===== src/rtl/ucie_ctl_csr_pkg.sv =====
// Shared constants and enums for the UCIe controller CSR error collector:
// CSR addresses of the collected status registers, FSM states and slot ids.
package ucie_ctl_csr_pkg;

  localparam logic [7:0] CSR_ADDR_LINK = 8'h14;
  localparam logic [7:0] CSR_ADDR_INT  = 8'h24;
  localparam logic [7:0] CSR_ADDR_ADP  = 8'h2C;
  localparam logic [7:0] CSR_ADDR_UNC  = 8'h34;

  // INT status bit 5 is reserved and never reported
  localparam logic [7:0] INT_ERR_MASK = 8'hDF;

  typedef enum logic [1:0] {
    ST_IDLE  = 2'd0,
    ST_HOLD  = 2'd1,
    ST_ISSUE = 2'd2
  } state_e;

  typedef enum logic [1:0] {
    SLOT_UNC  = 2'd0,
    SLOT_INT  = 2'd1,
    SLOT_ADP  = 2'd2,
    SLOT_LINK = 2'd3
  } slot_e;

  function automatic logic [7:0] slot_addr(input slot_e slot);
    logic [7:0] addr;
    case (slot)
      SLOT_UNC:  addr = CSR_ADDR_UNC;
      SLOT_INT:  addr = CSR_ADDR_INT;
      SLOT_ADP:  addr = CSR_ADDR_ADP;
      SLOT_LINK: addr = CSR_ADDR_LINK;
      default:   addr = 8'h00;
    endcase
    return addr;
  endfunction

endpackage


===== src/rtl/ucie_ctl_rr_arb.sv =====
// Four-request round-robin arbiter with one-hot grant; the pointer moves to
// the slot after the granted one only when the grant is consumed (i_adv).
module ucie_ctl_rr_arb #(
  parameter int unsigned N_SLOTS = 4
) (
  input  logic       i_clk,
  input  logic       i_rst_n,
  input  logic [3:0] i_req,
  input  logic       i_adv,
  output logic [3:0] o_gnt
);

  logic [1:0] ptr_q;
  logic [1:0] ptr_d;
  logic [1:0] gidx_s;
  logic [1:0] idx_s;
  logic       found_s;

  // first requester at or after the pointer wins
  always_comb begin
    o_gnt   = 4'b0000;
    found_s = 1'b0;
    gidx_s  = ptr_q;
    idx_s   = ptr_q;
    for (int i = 0; i < 4; i++) begin
      idx_s = ptr_q + 2'(i);
      if (!found_s && i_req[idx_s]) begin
        o_gnt[idx_s] = 1'b1;
        gidx_s       = idx_s;
        found_s      = 1'b1;
      end else begin
        o_gnt = o_gnt;
      end
    end
  end

  // wrap after the last slot of the ring in use
  always_comb begin
    if (i_adv && found_s) begin
      if (gidx_s == 2'(N_SLOTS - 1)) begin
        ptr_d = 2'd0;
      end else begin
        ptr_d = gidx_s + 2'd1;
      end
    end else begin
      ptr_d = ptr_q;
    end
  end

  // pointer register
  always_ff @(posedge i_clk or negedge i_rst_n) begin
    if (!i_rst_n) begin
      ptr_q <= 2'd0;
    end else begin
      ptr_q <= ptr_d;
    end
  end

endmodule


===== src/rtl/ucie_ctl_csr_err_collector.sv =====
// Collects error/status events into per-CSR pending slots and writes them out
// in coalesced round-robin bursts. Define UCIE_CTL_LINK_STS_EN to add the LINK slot.
module ucie_ctl_csr_err_collector
  import ucie_ctl_csr_pkg::*;
#(
  parameter int unsigned COALESCE_CYCLES = 3
) (
  input  logic        i_clk,
  input  logic        i_rst_n,
  input  logic [5:0]  i_unc_err,
  input  logic [7:0]  i_int_err,
  input  logic [1:0]  i_adp_err,
  input  logic [31:0] i_link_sts,
  output logic        o_A_Valid,
  output logic [7:0]  o_A_addr,
  output logic [31:0] o_A_WDATA,
  output logic        o_busy,
  output logic [15:0] o_wr_cnt
);

  localparam logic [3:0] HOLD_INIT = 4'(COALESCE_CYCLES);

`ifdef UCIE_CTL_LINK_STS_EN
  localparam int unsigned N_SLOTS = 4;
`else
  localparam int unsigned N_SLOTS = 3;
`endif

  state_e      state_q, state_d;
  logic [3:0]  cnt_q, cnt_d;
  logic [5:0]  unc_pend_q, unc_pend_d;
  logic [7:0]  int_pend_q, int_pend_d;
  logic [1:0]  adp_pend_q, adp_pend_d;
  logic        valid_q, valid_d;
  logic [7:0]  addr_q, addr_d;
  logic [31:0] wdata_q, wdata_d;
  logic        busy_q, busy_d;
  logic [15:0] wr_cnt_q, wr_cnt_d;

  logic [3:0]  req_s;
  logic [3:0]  gnt_s;
  logic [3:0]  gnt_use_s;
  logic        issue_s;
  logic        any_pend_q_s;
  logic        any_pend_d_s;
  slot_e       gslot_s;
  logic        link_pend_s;
  logic        link_pend_nxt_s;
  logic [31:0] link_wdata_s;

`ifdef UCIE_CTL_LINK_STS_EN
  logic        link_pend_q, link_pend_d;
  logic [31:0] shadow_q, shadow_d;

  // LINK is pending whenever the live word differs from the last one written
  always_comb begin
    if (gnt_use_s[3]) begin
      shadow_d = i_link_sts;
    end else begin
      shadow_d = shadow_q;
    end
    link_pend_d = (i_link_sts != shadow_d);
  end

  // LINK shadow and pending registers
  always_ff @(posedge i_clk or negedge i_rst_n) begin
    if (!i_rst_n) begin
      shadow_q    <= 32'd0;
      link_pend_q <= 1'b0;
    end else begin
      shadow_q    <= shadow_d;
      link_pend_q <= link_pend_d;
    end
  end

  assign link_pend_s     = link_pend_q;
  assign link_pend_nxt_s = link_pend_d;
  assign link_wdata_s    = i_link_sts;
`else
  logic unused_link_s;
  assign unused_link_s   = ^i_link_sts;
  assign link_pend_s     = 1'b0;
  assign link_pend_nxt_s = 1'b0;
  assign link_wdata_s    = 32'd0;
`endif

  assign req_s = {link_pend_s, |adp_pend_q, |int_pend_q, |unc_pend_q};

  ucie_ctl_rr_arb #(
    .N_SLOTS (N_SLOTS)
  ) u_arb (
    .i_clk   (i_clk),
    .i_rst_n (i_rst_n),
    .i_req   (req_s),
    .i_adv   (issue_s),
    .o_gnt   (gnt_s)
  );

  // pending update: granted slot is cleared, same-cycle events are kept
  always_comb begin
    issue_s      = (state_q == ST_ISSUE) && (gnt_s != 4'b0000);
    gnt_use_s    = issue_s ? gnt_s : 4'b0000;
    any_pend_q_s = (|unc_pend_q) | (|int_pend_q) | (|adp_pend_q) | link_pend_s;
    unc_pend_d   = (gnt_use_s[0] ? 6'd0 : unc_pend_q) | i_unc_err;
    int_pend_d   = (gnt_use_s[1] ? 8'd0 : int_pend_q) | (i_int_err & INT_ERR_MASK);
    adp_pend_d   = (gnt_use_s[2] ? 2'd0 : adp_pend_q) | i_adp_err;
    any_pend_d_s = (|unc_pend_d) | (|int_pend_d) | (|adp_pend_d) | link_pend_nxt_s;
  end

  // IDLE -> HOLD -> ISSUE sequencing; HOLD leaves on the edge the count hits 0
  always_comb begin
    state_d = state_q;
    cnt_d   = cnt_q;
    case (state_q)
      ST_IDLE: begin
        if (!any_pend_q_s) begin
          state_d = ST_IDLE;
        end else if (HOLD_INIT == 4'd0) begin
          state_d = ST_ISSUE;
        end else begin
          state_d = ST_HOLD;
          cnt_d   = HOLD_INIT;
        end
      end
      ST_HOLD: begin
        cnt_d = cnt_q - 4'd1;
        if (cnt_q <= 4'd1) begin
          state_d = ST_ISSUE;
          cnt_d   = 4'd0;
        end else begin
          state_d = ST_HOLD;
        end
      end
      ST_ISSUE: begin
        if (any_pend_d_s) begin
          state_d = ST_ISSUE;
        end else begin
          state_d = ST_IDLE;
        end
      end
      default: begin
        state_d = ST_IDLE;
        cnt_d   = 4'd0;
      end
    endcase
  end

  // write port image for the granted slot
  always_comb begin
    valid_d = issue_s;
    gslot_s = SLOT_UNC;
    wdata_d = 32'd0;
    case (gnt_use_s)
      4'b0001: begin gslot_s = SLOT_UNC;  wdata_d = {26'd0, unc_pend_q}; end
      4'b0010: begin gslot_s = SLOT_INT;  wdata_d = {24'd0, int_pend_q & INT_ERR_MASK}; end
      4'b0100: begin gslot_s = SLOT_ADP;  wdata_d = {30'd0, adp_pend_q}; end
      4'b1000: begin gslot_s = SLOT_LINK; wdata_d = link_wdata_s; end
      default: begin gslot_s = SLOT_UNC;  wdata_d = 32'd0; end
    endcase
    if (valid_d) begin
      addr_d = slot_addr(gslot_s);
    end else begin
      addr_d = 8'h00;
    end
    if (valid_d && (wr_cnt_q != 16'hFFFF)) begin
      wr_cnt_d = wr_cnt_q + 16'd1;
    end else begin
      wr_cnt_d = wr_cnt_q;
    end
    busy_d = any_pend_d_s || (state_d != ST_IDLE);
  end

  // FSM, pending and output registers
  always_ff @(posedge i_clk or negedge i_rst_n) begin
    if (!i_rst_n) begin
      state_q    <= ST_IDLE;
      cnt_q      <= 4'd0;
      unc_pend_q <= 6'd0;
      int_pend_q <= 8'd0;
      adp_pend_q <= 2'd0;
      valid_q    <= 1'b0;
      addr_q     <= 8'h00;
      wdata_q    <= 32'd0;
      busy_q     <= 1'b0;
      wr_cnt_q   <= 16'd0;
    end else begin
      state_q    <= state_d;
      cnt_q      <= cnt_d;
      unc_pend_q <= unc_pend_d;
      int_pend_q <= int_pend_d;
      adp_pend_q <= adp_pend_d;
      valid_q    <= valid_d;
      addr_q     <= addr_d;
      wdata_q    <= wdata_d;
      busy_q     <= busy_d;
      wr_cnt_q   <= wr_cnt_d;
    end
  end

  assign o_A_Valid = valid_q;
  assign o_A_addr  = addr_q;
  assign o_A_WDATA = wdata_q;
  assign o_busy    = busy_q;
  assign o_wr_cnt  = wr_cnt_q;

endmodule


===== config.mk =====
export PLATFORM = sky130hd
export DESIGN_NAME = ucie_ctl_csr_err_collector
export DESIGN_NICKNAME = d
export VERILOG_FILES = /design/src/rtl/ucie_ctl_csr_pkg.sv /design/src/rtl/ucie_ctl_rr_arb.sv /design/src/rtl/ucie_ctl_csr_err_collector.sv
export SDC_FILE = /design/constraint.sdc
export NUM_CORES = 1
export LEC_CHECK = 0
export CORE_MARGIN = 5
export CORE_UTILIZATION = 46
export CTS_CLUSTER_SIZE = 30
export DETAILED_ROUTE_END_ITERATION = 8
export HOLD_SLACK_MARGIN = 0.05
export PLACE_DENSITY_LB_ADDON = 0.2
export SLEW_MARGIN = 20
export SYNTH_ARGS = -nofsm -noshare
export SYNTH_HDL_FRONTEND = slang
export SYNTH_SLANG_ARGS = --single-unit

===== constraint.sdc =====
create_clock -name i_clk -period 4 [get_ports i_clk]
set_clock_uncertainty 0.2 [all_clocks]
set_input_delay 0.6 -clock i_clk [delete_from_list [all_inputs] [get_ports i_clk]]
set_output_delay 0.6 -clock i_clk [all_outputs]
set_load 0.02 [all_outputs]

==> results.json, run 1 <==
{
  "dp_cells": 429,
  "period_needed_ns": 3.65,
  "port_buffers": 46,
  "relSlewSlack_pct": 57.4,
  "cp_most_frequent_cell": "or4_1",
  "grt_remaining_overflow": 0,
  "grt_first_pass_wirelength_mm": 11.5,
  "clk_slew_on_worst_s_h_paths_ns": 0.09,
  "portion_of_the_post_synthesis_area_used_by_sequential_elements_pct": 41.8,
  "yosys_register_bits": 53,
  "worstPathRequired_ns": 4.00,
  "routabilityCongestion": 0.866,
  "syn_inst": 304,
  "detailed_place_hpwl_mm": 5.27,
  "f_max_ghz": 0.274,
  "min_period_over_period_pct": 91.3,
  "leakagePower_nw": 1.59,
  "route.detailed.wl_per_inst_um": 15.7,
  "post_synth.cell_area_avg_um2": 10.4,
  "cp_num_buf_inv": 0,
  "setup_viol": 0,
  "clkLatencyLatePin_ns": 0.30,
  "core_footprint_um2": 6760,
  "finish.utilization_pct": 55.5,
  "flow.area_growth_from_synthesis_pct": 18.1,
  "drv_cap": 0,
  "placedInstanceArea_um2": 3610,
  "path_cells": "or4_1, or4_1, a211oi_2, o21ai_0, nand4_4, xnor2_1, nor4_1, ha_1, and2_1",
  "routed_wl_mm": 6.86,
  "worst_min_delay_path_category": "in2async",
  "non_filler_instance_count_after_layout": 437,
  "slew_violations": 0,
  "finish.net_count": 419,
  "tritoncts.num_buffers": 5,
  "post_cts.resized_instances": 0,
  "fp.dieW_um": 93.1,
  "number_of_top_level_pins": 108,
  "outcome": "completed",
  "crit_type": "reg2reg",
  "critical-path-slowest-cell": "or4_1",
  "cts_tree": "yes",
  "insertedDiodeCount": 0,
  "gr-usage-met1_pct": 21.3,
  "grt_max_degree": 45,
  "cts-htree-levels": 2,
  "grt_setup_unrepaired": "no",
  "filler_cell_count": 604,
  "worstSetupStartpointType": "register",
  "critical_path.endpoint_type": "register",
  "yosys_warnings": 0,
  "cts.hold.buffers_added": 0,
  "grt_usage_pct": 16.2,
  "detail_route.first_pass.iterations": 4,
  "antenna_found_initial": 0,
  "synthXorXnorAreaFrac_pct": 4.41,
  "ant_nets": 0,
  "globalRouteMet3Util_pct": 2.49,
  "die_height_um": 93.1,
  "yosys-mux-area-fraction_pct": 0.827,
  "compound_gate_portion_of_the_synthesized_area_pct": 16.2,
  "tightest_slew_ns": 0.634,
  "clock_path_buffers": 2,
  "via_count_of_the_first_global_routing_pass": 2383,
  "hold_viol_final": 0,
  "remaining_drc_errors": 0,
  "setup_total_negative_slack_ns": 0,
  "critPathArrivalTime_ns": 3.65,
  "avgViaCountPerCell": 5.43,
  "start_util_pct": 47.0,
  "cpPeakStageDelay_ns": 0.68,
  "timing.critical_path.fanout_max": 8,
  "clk_sink_count": 53,
  "synth_top_family_by_area": "simple AND/OR/NAND/NOR gates",
  "fin_area_um2": 3750,
  "post_route_cells_drive_above_1_share_pct": 12.9,
  "yosys.area_share.simple_pct": 21.7,
  "critPathTopFamily": "simple AND/OR/NAND/NOR gates",
  "die_area_um2": 8660,
  "cell_area_after_synthesis_um2": 3180,
  "synthDistinctLibCells": 60,
  "vias": 2374,
  "cts_root_buf": "clkbuf_8",
  "detail_route.iter0.violations": 116,
  "postCtsSetupRepairBufs": 0,
  "ir_drop_v": 0.000424,
  "std_cell_rows": 30,
  "synth_adder_area_share_pct": 5.12,
  "globalRouteMet2Util_pct": 27.7,
  "power_per_cell_area_nw_per_um2": 625,
  "gr-max-usage-layer": "met2"
}
[cells in the final DEF, fill, tap and decap left out, drive strengths merged, types with 3 or more instances in the layout]
cell and instances:
ha 13, nor4 9, xor2 14, or4 4, o21ai 13, o22ai 7
nand4 7, or2 3, nand2b 6, nand3 8, a22o 7, clkdlybuf4s50 45
a21o 17, buf 9, conb 28, and3 5, nor3 20, clkbuf 5
inv 9, and2 7, nor2 12, dfrtp 53, nand2 21, a21oi 9
[sequential cells by signal, summed over array words and instances (netlist names)]
name and cells:
adp_pend_q 2, cnt_q 4, int_pend_q 8, o_A_WDATA 8
o_A_addr 4, o_busy 1, o_wr_cnt 16, state_q 2
u_arb.ptr_q 2, unc_pend_q 6
[path summary, 6_finish.rpt]
kind,startpoint,to,slack (ns),cells after the start
max in group asynchronous,i_rst_n,o_A_WDATA[7]$_DFF_PN0_,2.98,2
setup reg to reg,unc_pend_q[1]$_DFF_PN0_,o_A_addr[4]$_DFF_PN0_,0.35,9
hold / removal,i_rst_n,int_pend_q[7]$_DFF_PN0_,0.08,1
hold reg to reg,o_wr_cnt[8]$_DFFE_PN0P_,o_wr_cnt[8]$_DFFE_PN0P_,0.29,1
min in group i_clk,o_wr_cnt[8]$_DFFE_PN0P_,o_wr_cnt[8]$_DFFE_PN0P_,0.29,1
setup / recovery,unc_pend_q[1]$_DFF_PN0_,o_A_addr[4]$_DFF_PN0_,0.35,9
[cell type report]
type / count / area, µm² / area share [%]
inverters: 9 / 33.8 / 0.901
multi-input cells: 233 / 1640 / 43.7
clock buffers: 5 / 68.8 / 1.83
repair buffers: 54 / 518 / 13.8
flip-flops and latches: 53 / 1330 / 35.4
well taps: 80 / 100 / 2.67
clock inverters: 3 / 65.1 / 1.73
[report_power, final]
group	leakage [nW]	switching (mW)	internal [mW]
Combinational	0.885	0.672	0.465
Sequential	0.634	0.118	0.667
Clock	0.0681	0.172	0.248
Total	1.59	0.962	1.38
[cell usage after synthesis (all sizes together)]
library cell,count,area (µm²)
nand4,7,88.8
dfrtp,53,1330
ha,13,163
xnor2,2,17.5
or4,4,33.8
o221ai,1,8.76
nand4b,1,8.76
and2b,1,8.76
nor3,20,110
clkbuf,3,25.0
mux2,2,26.3
a31oi,2,18.8
or3,1,6.26
nor4,9,92.6
nand2b,6,37.5
nand3,8,52.6
and4,1,8.76
a32oi,2,25.0
o211ai,2,15.0
buf,33,253
o22a,1,8.76
o22ai,7,43.8
a22oi,1,7.51
inv,9,33.8
nand2,21,86.3
conb,1,3.75
and3,5,31.3
a21o,17,130
and2,7,46.3
a2bb2oi,1,8.76
a22o,7,62.6
a211oi,2,32.5
xor2,14,123
a21oi,9,45.0
or2,3,18.8
o21ai,13,65.1
a2111oi,1,15.0
nor4b,1,15.0
o41ai,1,27.5
nor2,12,45.0
[cell families after synthesis]
kind of cell | Yosys count
multiplexers | 2
buffers and inverters | 45
XOR/XNOR | 16
other | 1
adder cells (fa/ha/maj) | 13
flip-flops | 53
AO/OA/AOI/OAI | 67
AND/OR/NAND/NOR | 107
[through the flow]
stage	power [mW]	hold WS [ns]	setup WS, ns
global route	2.50	0.117	0.196
global placement	1.91	0.274	0.409
floorplan	1.59	0.104	0.500
finish	2.34	0.0767	0.348
detailed placement	1.93	0.277	0.341
CTS	2.36	0.285	0.314
[layer usage]
| metal | up-vias | routed length (µm) |
|---|---|---|
| met5 | - | 0 |
| met4 | 0 | 74 |
| met3 | 8 | 208 |
| met2 | 52 | 3480 |
| met1 | 1176 | 3100 |
| li1 | 1138 | - |
No activity file was read; power rests on OpenSTA's default activity.
==> run 2: changes to the inputs <==
--- a/config.mk
+++ b/config.mk
@@ -11,7 +11,6 @@
 export DETAILED_ROUTE_END_ITERATION = 8
 export HOLD_SLACK_MARGIN = 0.05
 export PLACE_DENSITY_LB_ADDON = 0.2
-export SLEW_MARGIN = 20
 export SYNTH_ARGS = -nofsm -noshare
 export SYNTH_HDL_FRONTEND = slang
 export SYNTH_SLANG_ARGS = --single-unit
==> run 2 against run 1 <==
  * Sequential cell count is the same
  * Die area stayed put
  * Clock power barely moved
  * Worst setup slack better by 0.0025 ns
  * Sequential power hardly changed
  * Register-to-register slack about the same
  * Sequential share of layout area is essentially flat
  * Critical path depth unchanged
  * Fmax about the same
  * Critical endpoint unchanged
  * Largest power group unchanged
==> results.json, run 2 (same netlist as run 1, synthesis figures left out) <==
{
  "ir_drop_v": 0.000422,
  "non_filler_instance_count_after_layout": 437,
  "ant_nets": 0,
  "clock_path_buffers": 2,
  "setup.worst_path.start": "unc_pend_q[1]$_DFF_PN0_",
  "finish.net_count": 419,
  "f_max_ghz": 0.274,
  "postCtsSetupRepairBufs": 0,
  "internal-power_mw": 1.38,
  "worst_r2r_path_depth": 9,
  "tightest_slew_ns": 0.963,
  "leakagePower_nw": 1.59,
  "p_comb_share_pct": 48.5,
  "setup_viol": 0,
  "cts_root_buf": "clkbuf_8",
  "post_cts.resized_instances": 0,
  "fp.dieW_um": 93.1,
  "detailed_place_hpwl_mm": 5.27,
  "critical_path.endpoint_type": "register",
  "rr_endpoint": "o_A_addr[4]$_DFF_PN0_",
  "layout_common_cells": "53 x dfrtp_1, 45 x clkdlybuf4s50_1, 28 x conb_1, 20 x nand2_1, 18 x nor3_1",
  "min_period_over_period_pct": 91.2,
  "clkLatencyLatePin_ns": 0.30,
  "timing.critical_path.fanout_max": 8,
  "std_cell_rows": 30,
  "power_per_cell_area_nw_per_um2": 625,
  "flip_flop_count_of_the_largest_register_after_layout": 16,
  "placedInstanceArea_um2": 3610,
  "tritoncts.num_buffers": 5,
  "cts.hold.buffers_added": 0,
  "setup_total_negative_slack_ns": 0,
  "clk_sink_count": 53,
  "via_count_of_the_first_global_routing_pass": 2383,
  "cts_tree": "yes",
  "crit_type": "reg2reg",
  "die_area_um2": 8660,
  "worst_min_delay_path_category": "in2async",
  "die_height_um": 93.1,
  "antenna_found_initial": 0,
  "sw_frac_of_total_pct": 41.1,
  "filler_cell_count": 601,
  "drv_cap": 0,
  "post-route-worst-setup-slack_ns": 0.351,
  "fin_area_um2": 3750,
  "avgViaCountPerCell": 5.46,
  "core_footprint_um2": 6760,
  "finalPower_mw": 2.34,
  "detail_route.iter0.violations": 112,
  "hold_viol_final": 0,
  "detail_route.first_pass.iterations": 4,
  "grt_setup_unrepaired": "no",
  "clk_slew_on_worst_s_h_paths_ns": 0.09,
  "start_util_pct": 47.0,
  "critPathArrivalTime_ns": 3.65,
  "number_of_top_level_pins": 108,
  "final_common_cell": "dfrtp_1",
  "power.share.clock_pct": 18.0,
  "slew_violations": 0,
  "fin_hold_ws_ns": 0.242,
  "power.share.sequential_pct": 33.5,
  "routed_wl_mm": 6.89,
  "relSlewSlack_pct": 35.8,
  "rrSetupSlack_ns": 0.35,
  "p_switching_mw": 0.963,
  "worstSetupStartpointType": "register",
  "insertedDiodeCount": 0,
  "grt_usage_pct": 16.2,
  "vias": 2384,
  "worstPathRequired_ns": 4.00,
  "period_needed_ns": 3.65,
  "grt_first_pass_wirelength_mm": 11.5,
  "port_buffers": 46,
  "cts-htree-levels": 2,
  "worstReg2RegStart": "unc_pend_q[1]$_DFF_PN0_",
  "post_route_cells_drive_above_1_share_pct": 12.9,
  "pre_cts_ws_ns": 0.341,
  "finish.utilization_pct": 55.5,
  "routabilityCongestion": 0.866,
  "route.detailed.wl_per_inst_um": 15.8,
  "grt_max_degree": 45,
  "grt_remaining_overflow": 0,
  "flow.area_growth_from_synthesis_pct": 18.0,
  "dp_cells": 429,
  "remaining_drc_errors": 0,
  "outcome": "completed"
}
-- run 2: final cells by class --
| cell class | instances | area, µm² | area share (%) |
|---|---|---|---|
| Clock inverter | 3 | 65.1 | 1.74 |
| Timing Repair Buffer | 54 | 515 | 13.8 |
| Sequential cell | 53 | 1330 | 35.4 |
| Clock buffer | 5 | 68.8 | 1.84 |
| Tap cell | 80 | 100 | 2.67 |
| Inverter | 9 | 33.8 | 0.901 |
| Multi-Input combinational cell | 233 | 1640 | 43.7 |
-- run 2: routing by layer --
metal / share of wire (%) / vias up / track usage [%]
li1: - / 1141 / -
met1: 45 / 1168 / 21.3
met2: 50 / 65 / 27.7
met3: 3.7 / 10 / 2.49
met4: 1.4 / 0 / 4.52
met5: 0 / - / 0
-- run 2: how the worst max path moves through the flow --
stage / endpoint
final: o_A_addr[4]$_DFF_PN0_
after global routing: o_A_addr[4]$_DFF_PN0_
after CTS: o_A_addr[4]$_DFF_PN0_
after detailed placement: o_A_addr[4]$_DFF_PN0_
after global placement: o_A_addr[4]$_DFF_PN0_
after floorplan: o_A_addr[4]$_DFF_PN0_
-- run 2: critical path, stage by stage, from the launching register on --
cell      delay, ns
dfrtp_1        0.42
or4_1          0.68
or4_1          0.57
a211oi_2       0.30
o21ai_0        0.21
nand4_4        0.23
xnor2_1        0.11
nor4_1         0.40
ha_1           0.31
and2_1         0.13
-- run 2: power by group through the flow --
stage	Combinational [mW]	Sequential, mW	Clock, mW
floorplan	0.730	0.857	0
global placement	1.12	0.793	0
detailed placement	1.14	0.795	0
CTS	1.14	0.786	0.432
global route	1.24	0.808	0.455
finish	1.14	0.785	0.422
==> run 3: changes to the inputs <==
--- a/config.mk
+++ b/config.mk
@@ -11,6 +11,7 @@
 export DETAILED_ROUTE_END_ITERATION = 8
 export HOLD_SLACK_MARGIN = 0.05
 export PLACE_DENSITY_LB_ADDON = 0.2
+export SKIP_LAST_GASP = 1
 export SYNTH_ARGS = -nofsm -noshare
 export SYNTH_HDL_FRONTEND = slang
 export SYNTH_SLANG_ARGS = --single-unit
==> results of run 3 <==
Final layout, timing and power as in run 2 (identical DEF).
